### src/rtl/lock_access_ctrl.sv
// Keypad combination lock controller.
// Accepts three keypad digits through a valid/ready handshake and compares
// them against CODE0..CODE2. A match opens the lock for OPEN_CYCLES cycles.
// MAX_FAIL consecutive wrong entries enter a LOCKOUT of LOCKOUT_CYCLES cycles.
// A partial entry is aborted by cancel or by ENTRY_TIMEOUT idle cycles.
//
// Ports:
//   clk           in   clock, rising edge
//   reset         in   asynchronous, active-high reset
//   digit[2:0]    in   keypad digit
//   digit_valid   in   digit offered
//   digit_ready   out  controller accepts a digit (IDLE/GOT1/GOT2, from state)
//   cancel        in   abort current entry (effective in GOT1/GOT2 only)
//   unlock        out  lock open (state == OPEN)
//   fail_pulse    out  one-cycle pulse per wrong 3-digit entry
//   alarm_pulse   out  one-cycle pulse on lockout entry
//   timeout_pulse out  one-cycle pulse on entry timeout
//   locked_out    out  lockout active (state == LOCKOUT)
//   fail_count    out  consecutive failures so far
//   state[2:0]    out  current FSM state
module lock_access_ctrl #(
    parameter logic [2:0]  CODE0          = 3'b011,
    parameter logic [2:0]  CODE1          = 3'b111,
    parameter logic [2:0]  CODE2          = 3'b101,
    parameter int unsigned MAX_FAIL       = 3,
    parameter int unsigned OPEN_CYCLES    = 8,
    parameter int unsigned LOCKOUT_CYCLES = 16,
    parameter int unsigned ENTRY_TIMEOUT  = 32
) (
    input  logic       clk,
    input  logic       reset,
    input  logic [2:0] digit,
    input  logic       digit_valid,
    output logic       digit_ready,
    input  logic       cancel,
    output logic       unlock,
    output logic       fail_pulse,
    output logic       alarm_pulse,
    output logic       timeout_pulse,
    output logic       locked_out,
    output logic [1:0] fail_count,
    output logic [2:0] state
);

    localparam int unsigned CNT_W   = 8;
    localparam int unsigned FAIL_W  = 2;
    localparam int unsigned DIGIT_W = 3;

    localparam logic [CNT_W-1:0]  OPEN_LOAD    = CNT_W'(OPEN_CYCLES);
    localparam logic [CNT_W-1:0]  LOCK_LOAD    = CNT_W'(LOCKOUT_CYCLES);
    // Timeout fires on the idle edge that would bring the counter to ENTRY_TIMEOUT.
    localparam logic [CNT_W-1:0]  IDLE_LAST    = CNT_W'(ENTRY_TIMEOUT - 1);
    localparam logic [FAIL_W:0]   FAIL_LIMIT   = (FAIL_W + 1)'(MAX_FAIL);
    localparam logic [FAIL_W-1:0] FAIL_SAT     = FAIL_W'(MAX_FAIL);

    typedef enum logic [2:0] {
        IDLE    = 3'd0,
        GOT1    = 3'd1,
        GOT2    = 3'd2,
        OPEN    = 3'd3,
        LOCKOUT = 3'd4
    } state_t;

    state_t               state_q, state_nxt;
    logic [CNT_W-1:0]     timer_q, timer_nxt;
    logic [CNT_W-1:0]     idle_q, idle_nxt;
    logic [FAIL_W-1:0]    fail_q, fail_nxt;
    logic [DIGIT_W-1:0]   d0_q, d0_nxt;
    logic [DIGIT_W-1:0]   d1_q, d1_nxt;
    logic [DIGIT_W-1:0]   d2_q, d2_nxt;
    logic                 fail_p_nxt, alarm_p_nxt, timeout_p_nxt;
    logic                 accept;
    logic [FAIL_W:0]      fail_inc;
    logic                 code_match;

    // Ready is a pure decode of the state register.
    assign digit_ready = (state_q == IDLE) || (state_q == GOT1) || (state_q == GOT2);
    assign accept      = digit_valid && digit_ready;
    assign fail_inc    = {1'b0, fail_q} + (FAIL_W + 1)'(1);
    assign code_match  = (d0_q == CODE0) && (d1_q == CODE1) && (digit == CODE2);

    assign state      = state_q;
    assign fail_count = fail_q;

    // State, counters, stored digits and registered outputs.
    always_ff @(posedge clk or posedge reset) begin
        if (reset) begin
            state_q       <= IDLE;
            timer_q       <= '0;
            idle_q        <= '0;
            fail_q        <= '0;
            d0_q          <= '0;
            d1_q          <= '0;
            d2_q          <= '0;
            unlock        <= 1'b0;
            locked_out    <= 1'b0;
            fail_pulse    <= 1'b0;
            alarm_pulse   <= 1'b0;
            timeout_pulse <= 1'b0;
        end else begin
            state_q       <= state_nxt;
            timer_q       <= timer_nxt;
            idle_q        <= idle_nxt;
            fail_q        <= fail_nxt;
            d0_q          <= d0_nxt;
            d1_q          <= d1_nxt;
            d2_q          <= d2_nxt;
            unlock        <= (state_nxt == OPEN);
            locked_out    <= (state_nxt == LOCKOUT);
            fail_pulse    <= fail_p_nxt;
            alarm_pulse   <= alarm_p_nxt;
            timeout_pulse <= timeout_p_nxt;
        end
    end

    // Next-state logic. Priority inside an entry: cancel, then digit, then timeout.
    always_comb begin
        state_nxt     = state_q;
        timer_nxt     = timer_q;
        idle_nxt      = idle_q;
        fail_nxt      = fail_q;
        d0_nxt        = d0_q;
        d1_nxt        = d1_q;
        d2_nxt        = d2_q;
        fail_p_nxt    = 1'b0;
        alarm_p_nxt   = 1'b0;
        timeout_p_nxt = 1'b0;

        case (state_q)
            IDLE: begin
                idle_nxt = '0;
                if (accept) begin
                    d0_nxt    = digit;
                    state_nxt = GOT1;
                end
            end

            GOT1: begin
                if (cancel) begin
                    // A digit handshaking alongside cancel is dropped.
                    idle_nxt  = '0;
                    state_nxt = IDLE;
                end else if (accept) begin
                    d1_nxt    = digit;
                    idle_nxt  = '0;
                    state_nxt = GOT2;
                end else if (idle_q >= IDLE_LAST) begin
                    idle_nxt      = '0;
                    timeout_p_nxt = 1'b1;
                    state_nxt     = IDLE;
                end else begin
                    idle_nxt = idle_q + CNT_W'(1);
                end
            end

            GOT2: begin
                if (cancel) begin
                    idle_nxt  = '0;
                    state_nxt = IDLE;
                end else if (accept) begin
                    d2_nxt   = digit;
                    idle_nxt = '0;
                    if (code_match) begin
                        fail_nxt  = '0;
                        timer_nxt = OPEN_LOAD;
                        state_nxt = OPEN;
                    end else if (fail_inc >= FAIL_LIMIT) begin
                        fail_nxt    = FAIL_SAT;
                        fail_p_nxt  = 1'b1;
                        alarm_p_nxt = 1'b1;
                        timer_nxt   = LOCK_LOAD;
                        state_nxt   = LOCKOUT;
                    end else begin
                        fail_nxt   = fail_inc[FAIL_W-1:0];
                        fail_p_nxt = 1'b1;
                        state_nxt  = IDLE;
                    end
                end else if (idle_q >= IDLE_LAST) begin
                    idle_nxt      = '0;
                    timeout_p_nxt = 1'b1;
                    state_nxt     = IDLE;
                end else begin
                    idle_nxt = idle_q + CNT_W'(1);
                end
            end

            OPEN: begin
                // Loaded with the duration on entry; the cycle showing 1 is the last.
                if (timer_q <= CNT_W'(1)) begin
                    timer_nxt = '0;
                    state_nxt = IDLE;
                end else begin
                    timer_nxt = timer_q - CNT_W'(1);
                end
            end

            LOCKOUT: begin
                if (timer_q <= CNT_W'(1)) begin
                    timer_nxt = '0;
                    fail_nxt  = '0;
                    state_nxt = IDLE;
                end else begin
                    timer_nxt = timer_q - CNT_W'(1);
                end
            end

            default: begin
                state_nxt = IDLE;
            end
        endcase
    end

endmodule

### config.mk
export PLATFORM = sky130hd
export DESIGN_NAME = lock_access_ctrl
export DESIGN_NICKNAME = d
export VERILOG_FILES = /design/src/rtl/lock_access_ctrl.sv
export SDC_FILE = /design/constraint.sdc
export NUM_CORES = 1
export LEC_CHECK = 0
export ABC_CLOCK_PERIOD_IN_PS = 2900
export CAP_MARGIN = 20
export CORE_UTILIZATION = 35
export CTS_CLUSTER_SIZE = 28
export DETAILED_ROUTE_END_ITERATION = 16
export MAX_ROUTING_LAYER = met4
export PLACE_DENSITY = 0.53
export SKIP_LAST_GASP = 1
export SYNTH_ARGS = -nofsm -noshare
export SYNTH_HDL_FRONTEND = slang
export SYNTH_SLANG_ARGS = --single-unit
### constraint.sdc
create_clock -name clk -period 2.9 [get_ports clk]
set_input_delay 0.58 -clock clk [delete_from_list [all_inputs] [get_ports clk]]
set_output_delay 0.58 -clock clk [all_outputs]
set_load 0.01 [all_outputs]
Word level (Yosys, flattened, before mapping)

Cells that the tools add are included.

Register bits after elaboration: 32
Input port bits: 7
Output and inout bits: 11
Word-level logic and storage cells: 85

Add/subtract/negate cells: 3
$lt $le $gt $ge: 3
Eq/ne operators: 13
Muxes and demuxes: 39
Bitwise operators: 1
Reduce and logical (&&, ||, !) cells: 15

Operators by type and width:

| operator                                                           | number |
|---|---|
| 2-to-1 mux 8 bit                                                   | 8 |
| case mux 8 bit (2 select lines)                                    | 2 |
| 2-to-1 mux 3 bit                                                   | 9 |
| 2-to-1 mux 1 bit                                                   | 13 |
| == test 3 x 2 -> 1 bit (second input constant)                     | 4 |
| == test 3 bit (second input constant)                              | 4 |
| case mux 3 bit (4 select lines)                                    | 1 |
| 2-to-1 mux 2 bit                                                   | 5 |
| adder 8 x 1 -> 8 bit (second input constant)                       | 1 |
| greater-or-equal comparator 8 x 5 -> 1 bit (second input constant) | 1 |
| <= comparator 8 x 1 -> 1 bit (second input constant)               | 1 |
| AND reduction 4 bit                                                | 2 |
| subtractor 8 x 1 -> 8 bit (second input constant)                  | 1 |
| != test 2 bit (second input constant)                              | 3 |
| nonzero test 2 bit                                                 | 3 |
| case mux 2 bit (2 select lines)                                    | 1 |
| OR reduction 2 bit                                                 | 2 |
| adder 2 x 1 -> 3 bit (second input constant)                       | 1 |
| == test 3 x 1 -> 1 bit (second input constant)                     | 1 |
| greater-or-equal comparator 3 x 2 -> 1 bit (second input constant) | 1 |
| logical AND 1 bit                                                  | 3 |
| logical NOT 3 bit                                                  | 1 |
| != test 3 x 2 -> 1 bit (second input constant)                     | 1 |
| AND reduction 3 bit                                                | 1 |
| other kinds (3)                                                    | 4 |

Depth between registers and ports, before layout

Gate-level depths: netlist of the first run.

Depth in word-level cells: 8
Mapped depth: 6
Gate-level depth less buffers: 6

Worst setup path before layout of the first run

OpenSTA, ideal clock, no wires.

Path kind: input to register
Start point: input digit[1]
End point: register fail_q[1], in the netlist fail_count[1]
Library setup time: 131 ps
Data arrival time: 1662 ps
Required time: 2769 ps
Path slack: 1107 ps
Stages on the path: 5
Path buffers: 0
Cells stage by stage: nand2b_4 or4_4 or2_1 a22oi_2 o21ai_1

Cells in the longest elaborated chain, start to end: 6

RTL lines:

| element                         | line | text |
|---|---|---|
| start, declared                 | 32   | `input logic [2:0] digit,` |
| == test 3 bit                   | 80   | `assign code_match = (d0_q == CODE0) && (d1_q == CODE1) && (digit == CODE2);` |
| logical AND 1 bit               | 80   |  |
| 2-to-1 mux 2 bit                | 163  | `if (code_match) begin` |
| 2-to-1 mux 2 bit                | 160  | `end else if (accept) begin` |
| 2-to-1 mux 2 bit                | 157  | `if (cancel) begin` |
| case mux 2 bit (2 select lines) | 129  | `case (state_q)` |
| end signal, assigned            | 104  | `fail_q <= fail_nxt;` |
| end, declared                   | 67   | `logic [FAIL_W-1:0] fail_q, fail_nxt;` |

No other way between the ends. The select of a mux whose other input is x is not followed.
A chain may end at the register's enable or synchronous reset.

Worst setup path after layout of the first run

Start point: register state_q[0], in the netlist state[0]
End point: output digit_ready

Cells in the longest elaborated chain, start to end: 3
Elaborated cells on any way between the ends: 5
Those cells by class: eq/ne (2); reduce/logical (3)

RTL lines:

| element                                                            | line | text |
|---|---|---|
| start, declared                                                    | 64   | `state_t state_q, state_nxt;` |
| start signal, assigned                                             | 101  | `state_q <= state_nxt;` |
| == test 3 x 1 -> 1 bit / logical NOT 3 bit (equally long branches) | 77   | `assign digit_ready = (state_q == IDLE) \|\| (state_q == GOT1) \|\| (state_q == GOT2);` |
| logical OR 1 bit                                                   | 77   |  |
| logical OR 1 bit *                                                 | 77   |  |
| end, declared                                                      | 34   | `output logic digit_ready,` |

Mark *: on every way between the ends. The rest lies on a longest branch, timed or not.

==> out/summary.txt, run 1 <==
Nets@finish -> 191
Crit path launch type -> register
CTS tree -> done
Top delay family on crit path -> buffers and inverters
Post-Route WL -> 3320 µm
Asr flop ratio synth -> 100%
Port buffer count -> 17
Die footprint -> 4940 µm²
Combinational Power Share -> 3.5%
Sequential fraction of the synthesis area -> 49.1%
Min-Delay Path Class -> register to register
Root buf cell -> clkbuf_8
Top-level port count -> 18
Warnings from Yosys -> 0
FF/Latch Area -> 801 µm²
Antenna Nets Post-Route -> 0
Fill cells -> 443
Worst Path Required -> 2.32 ns
Most frequent cells in the layout -> dfrtp_1, clkdlybuf4s50_1, o21ai_0, nand2_1, nor2_1
Layout area overhead -> 19.3%
Predominant post-synthesis flop cell -> dfrtp_1
Fin Setup TNS -> 0 ns
Relative slew slack -> 68.9%
Post-CTS setup repair buffer count -> 0
Leakage -> 0.811 nW
Area taken by multi-input logic gates -> 791 µm²
Sequential Power Share -> 54.5%
CTS Buf Count -> 5
Buf+Inv Stages, Crit Path -> 2
Drt wl/cell -> 14.2 µm
Number of max-cap violations -> 0
Number of global-route vias before repair -> 1,257
Path type of the worst setup path -> register to primary output
N_diodes -> 0
Post-Syn Instances -> 159
Endpoints failing hold -> 0
Placeable Area -> 4410 µm²
EDFF count, synth -> 0
Post-CTS resize count -> 0
Yosys reg bits -> 32
Via total after detailed routing -> 1,242
H-tree level count -> 2
Hold_buf cts -> 0
Worst setup EP type -> primary output
Layout cells sized above 1 -> 12.6%
Die Height -> 70.3 µm
1st-iter DRT viols -> 38
Worst path cell trace -> a21o_1 > inv_1 > clkdlybuf4s50_1
Worst-Margin Slew -> 0.466 ns
Clock-pin slew on the worst setup and hold paths -> 0.06 ns
VDD IR max -> 0.257 mV
Crit path max-delay cell type -> clkdlybuf4s50_1
Starting Density -> 37.0%
GRT Total Usage -> 15.9%
Initial antenna violation count -> 0
Mapped Area -> 1630 µm²
Sw Pwr -> 0.172 mW
DPL Wire Length -> 2370 µm
Critical Path Max Stage Delay -> 0.57 ns
Pwr Density -> 426 nW/µm²
Via density -> 5.31
Synth area leader -> dfrtp_1
Drt drc -> 0
Row Count -> 24
CP Max Fanout -> 12
Final period utilization -> 86.6%
Commonest non-fill, non-tap cell in the layout -> dfrtp_1
Clock share of power -> 41.9%
Sw Ratio -> 20.8%
Syn nets -> 169
Initial DRT Pass Iterations -> 4
Setup violators final -> 0
Worst Skew -> 0.00284 ns
Area contributors post-synth -> dfrtp_1, o21ai_0, nand2_1
Post-DP Area -> 1860 µm²
Grt ovf -> 0
Status -> finished, final reports clean
Clock buffer depth -> 2
Die span in x -> 70.3 µm
Power Internal -> 0.657 mW
Synth unique cells -> 45
Mean Syn Cell Area -> 10.3 µm²
Clk sinks -> 32
Largest net degree at the start of global routing -> 33
Max-slew violations -> 0
First-pass GRT wire length -> 5930 µm
Worst skew pair latency -> 0.28 ns
RSZ-0062 raised after global routing -> false
Fmax -> 398 MHz
Period minus WS final -> 2.51 ns
CP arrival -> 1.93 ns
Post-synth top area share -> 49.1%
RePlAce Congestion -> 0.774
Finished Cell Area -> 1950 µm²
cells in the mapped netlist, types with 3 or more instances:
cell type   n
and2_1      3
nand3_1     9
nor3_1      7
nor2b_1     3
a21o_1      4
inv_1       5
ha_1        3
mux2_1      3
mux2_2      3
nand2b_1    4
a21oi_1     8
o21ai_0    16
dfrtp_1    32
nor2_1     10
nand2_1    14
worst paths after layout:
kind,startpoint,end,slack (ns),cells past startpoint
setup / recovery,state[0],digit_ready,0.39,3
hold / removal,d1_q[2],d1_q[2],0.50,1
setup reg to reg,timer_q[0],timer_q[3],1.07,6
hold reg to reg,d1_q[2],d1_q[2],0.50,1
max in group asynchronous,reset,locked_out,1.92,3
min in group asynchronous,reset,unlock,0.69,3
power groups by stage:
stage          clock, mW  sequential (mW)  combinational [mW]
2_1_floorplan          0            0.460              0.0147
3_3_place_gp           0            0.460              0.0296
3_5_place_dp           0            0.461              0.0305
4_1_cts            0.361            0.452              0.0307
5_1_grt            0.380            0.452              0.0335
6_report           0.348            0.452              0.0292
kinds of logic after synthesis:
family,count (synthesis),share of synthesized area (%)
adders and majority gates,3,2.30
DFF,32,49.1
AOI/OAI and AO/OA,43,18.4
muxes,7,4.75
xor gates and xnor gates,3,1.61
buffers and inverters,9,2.45
and+or+nand+nor,62,21.4
layer usage:
layer,GRT usage [%],routed length [µm],up-vias
met5,-,0,-
met4,6.00,59,0
met3,4.91,122,5
met2,22.6,1430,27
met1,21.3,1710,593
li1,-,-,617
final cells by class:
| cell class | count | share of cell area [%] |
|---|---|---|
| timing repair buffer | 18 | 9.13 |
| tap | 52 | 3.34 |
| clock buffer | 8 | 4.63 |
| sequential | 32 | 41.1 |
| multi-input combinational | 118 | 40.6 |
| inverter | 6 | 1.16 |
per-stage QoR:
stage | setup slack, ns | utilization (%) | instances | power, mW | hold WS, ns
2_1_floorplan | 1.11 | - | 159 | 0.475 | 0.464
3_3_place_gp | 0.563 | 42.1 | 226 | 0.490 | 0.490
3_5_place_dp | 0.531 | 42.1 | 226 | 0.491 | 0.488
4_1_cts | 0.401 | 44.1 | 234 | 0.844 | 0.503
5_1_grt | 0.285 | 44.1 | 234 | 0.866 | 0.525
6_report | 0.389 | 44.1 | 234 | 0.829 | 0.501
registers in the layout (all words and copies together), names as in the netlist:
| name | cells |
|---|---|
| unlock | 1 |
| idle_q | 8 |
| state | 3 |
| alarm_pulse | 1 |
| fail_pulse | 1 |
| timer_q | 8 |
| d0_q | 3 |
| d1_q | 3 |
| fail_count | 2 |
| timeout_pulse | 1 |
| locked_out | 1 |
worst register-to-register path, stage by stage (launching register included):
cell	delay [ns]
dfrtp_1	0.43
inv_1	0.07
ha_1	0.26
o211ai_1	0.42
nor2b_1	0.29
a32oi_1	0.14
o21ai_0	0.16
Note: power is estimated with default switching activity, not from simulation.
==> inputs of run 2 (changes only) <==
Settings changed: CORE_MARGIN set to 1.5, CORE_UTILIZATION 35 to 50, PLACE_DENSITY 0.53 to 0.71.
==> out/summary.txt, run 2 (synthesis gave the netlist of run 1 again) <==
Drt wl/cell -> 14.0 µm (was 14.2 µm)
Clock buffer depth -> 2 (unchanged)
Relative slew slack -> 67.3% (was 68.9%)
Min-Delay Path Class -> register to register (unchanged)
Post-CTS setup repair buffer count -> 0 (unchanged)
Post-Route WL -> 3160 µm (was 3320 µm)
Die Height -> 60.1 µm (was 70.3 µm)
Utilization after layout -> 62.5% (was 44.1%)
DP Cell Count -> 218 (was 226)
Grt ovf -> 0 (unchanged)
VDD IR max -> 0.255 mV (was 0.257 mV)
Die footprint -> 3620 µm² (was 4940 µm²)
Worst Hold Launch -> d0_q[0] (was d1_q[2])
Die span in x -> 60.1 µm (was 70.3 µm)
Placeable Area -> 3080 µm² (was 4410 µm²)
Starting Density -> 53.0% (was 37.0%)
CP Max Fanout -> 12 (unchanged)
Post-CTS resize count -> 0 (unchanged)
Status -> finished, final reports clean (unchanged)
Worst skew pair latency -> 0.34 ns (was 0.28 ns)
N_diodes -> 0 (unchanged)
Period minus WS final -> 2.56 ns (was 2.51 ns)
Largest net degree at the start of global routing -> 33 (unchanged)
Endpoints failing hold -> 0 (unchanged)
CTS tree -> done (unchanged)
Commonest non-fill, non-tap cell in the layout -> dfrtp_1 (unchanged)
Worst setup path start -> state[0] (unchanged)
Hold_buf cts -> 0 (unchanged)
Via total after detailed routing -> 1,268 (was 1,242)
Row Count -> 20 (was 24)
Leakage -> 0.807 nW (was 0.811 nW)
GRT Total Usage -> 22.0% (was 15.9%)
Pwr Density -> 421 nW/µm² (was 426 nW/µm²)
Path type of the worst setup path -> register to primary output (unchanged)
Slack of the critical path -> 0.345 ns (was 0.389 ns)
Via density -> 5.61 (was 5.31)
DPL Wire Length -> 2340 µm (was 2370 µm)
Drt drc -> 0 (unchanged)
CTS Buf Count -> 5 (unchanged)
RePlAce Congestion -> 0.856 (was 0.774)
Post-DP Area -> 1850 µm² (was 1860 µm²)
Layout area overhead -> 17.9% (was 19.3%)
Clock-pin slew on the worst setup and hold paths -> 0.10 ns (was 0.06 ns)
Worst Skew -> 0.00850 ns (was 0.00284 ns)
First-pass GRT wire length -> 5600 µm (was 5930 µm)
Clk sinks -> 32 (unchanged)
Fmax -> 391 MHz (was 398 MHz)
Top flop regs -> idle_q x8, timer_q x8 (unchanged)
Crit path launch type -> register (unchanged)
Final period utilization -> 88.1% (was 86.6%)
Antenna Nets Post-Route -> 0 (unchanged)
Worst slack at placement -> 0.511 ns (was 0.531 ns)
Initial DRT Pass Iterations -> 4 (unchanged)
RSZ-0062 raised after global routing -> false (unchanged)
1st-iter DRT viols -> 86 (was 38)
Non-Filler Instances -> 226 (was 234)
FF-to-FF Start -> timer_q[0] (unchanged)
Finished Cell Area -> 1920 µm² (was 1950 µm²)
H-tree level count -> 2 (unchanged)
Number of global-route vias before repair -> 1,263 (was 1,257)
Top-level port count -> 18 (unchanged)
Number of max-cap violations -> 0 (unchanged)
CP arrival -> 1.98 ns (was 1.93 ns)
Max-slew violations -> 0 (unchanged)
Layout cells sized above 1 -> 13.2% (was 12.6%)
Port buffer count -> 17 (unchanged)
Most frequent cells in the layout -> dfrtp_1, clkdlybuf4s50_1, o21ai_0, nand2_1, nor2_1 (unchanged)
Root buf cell -> clkbuf_4 (was clkbuf_8)
Initial antenna violation count -> 0 (unchanged)
Fin Setup TNS -> 0 ns (unchanged)
Setup violators final -> 0 (unchanged)
Worst-Margin Slew -> 0.488 ns (was 0.466 ns)
Worst Path Required -> 2.32 ns (about the same)
Nets@finish -> 191 (unchanged)
Worst setup EP type -> primary output (unchanged)
[run 2: layout make-up]
cell class              instances  area (µm²)
multi-input cells             118         791
clock inverters                 2        35.0
clock buffers                   6        41.3
well taps                      44        55.1
repair buffers                 18         178
flip-flops and latches         32         801
inverters                       6        22.5
fillers                       271        1150
[run 2: where the power goes]
part	switching [mW]	internal, mW	total [mW]
logic	0.0163	0.0134	0.0297
registers	0.00241	0.450	0.452
clock network	0.148	0.181	0.328
total	0.166	0.644	0.810
[run 2: metrics by stage]
stage                     power (mW)  hold slack, ns
after detailed placement       0.491           0.495
final                          0.810           0.516
after CTS                      0.818           0.518
after global placement         0.489           0.486
after floorplan                0.475           0.464
after global routing           0.847           0.551
[run 2: path summary, 6_finish.rpt]
path | to | slack [ns] | cells past startpoint
min reg2reg | d0_q[0] | 0.52 | 1
max | digit_ready | 0.34 | 3
min | d0_q[0] | 0.52 | 1
max in group asynchronous | locked_out | 2.00 | 3
min in group asynchronous | timer_q[0] | 0.61 | 3
max reg2reg | timer_q[3] | 0.98 | 6
[run 2: critical path, stage by stage, from the launching register on]
cell and delay [ns]:
dfrtp_1 0.55, a21o_1 0.32, inv_1 0.20, clkdlybuf4s50_1 0.57
[run 2: routing by layer]
layer	routed length, µm	up-vias	GRT usage, %
li1	-	617	-
met1	1420	623	25.3
met2	1590	23	35.4
met3	112	5	6.71
met4	41	0	9.21
met5	0	-	-
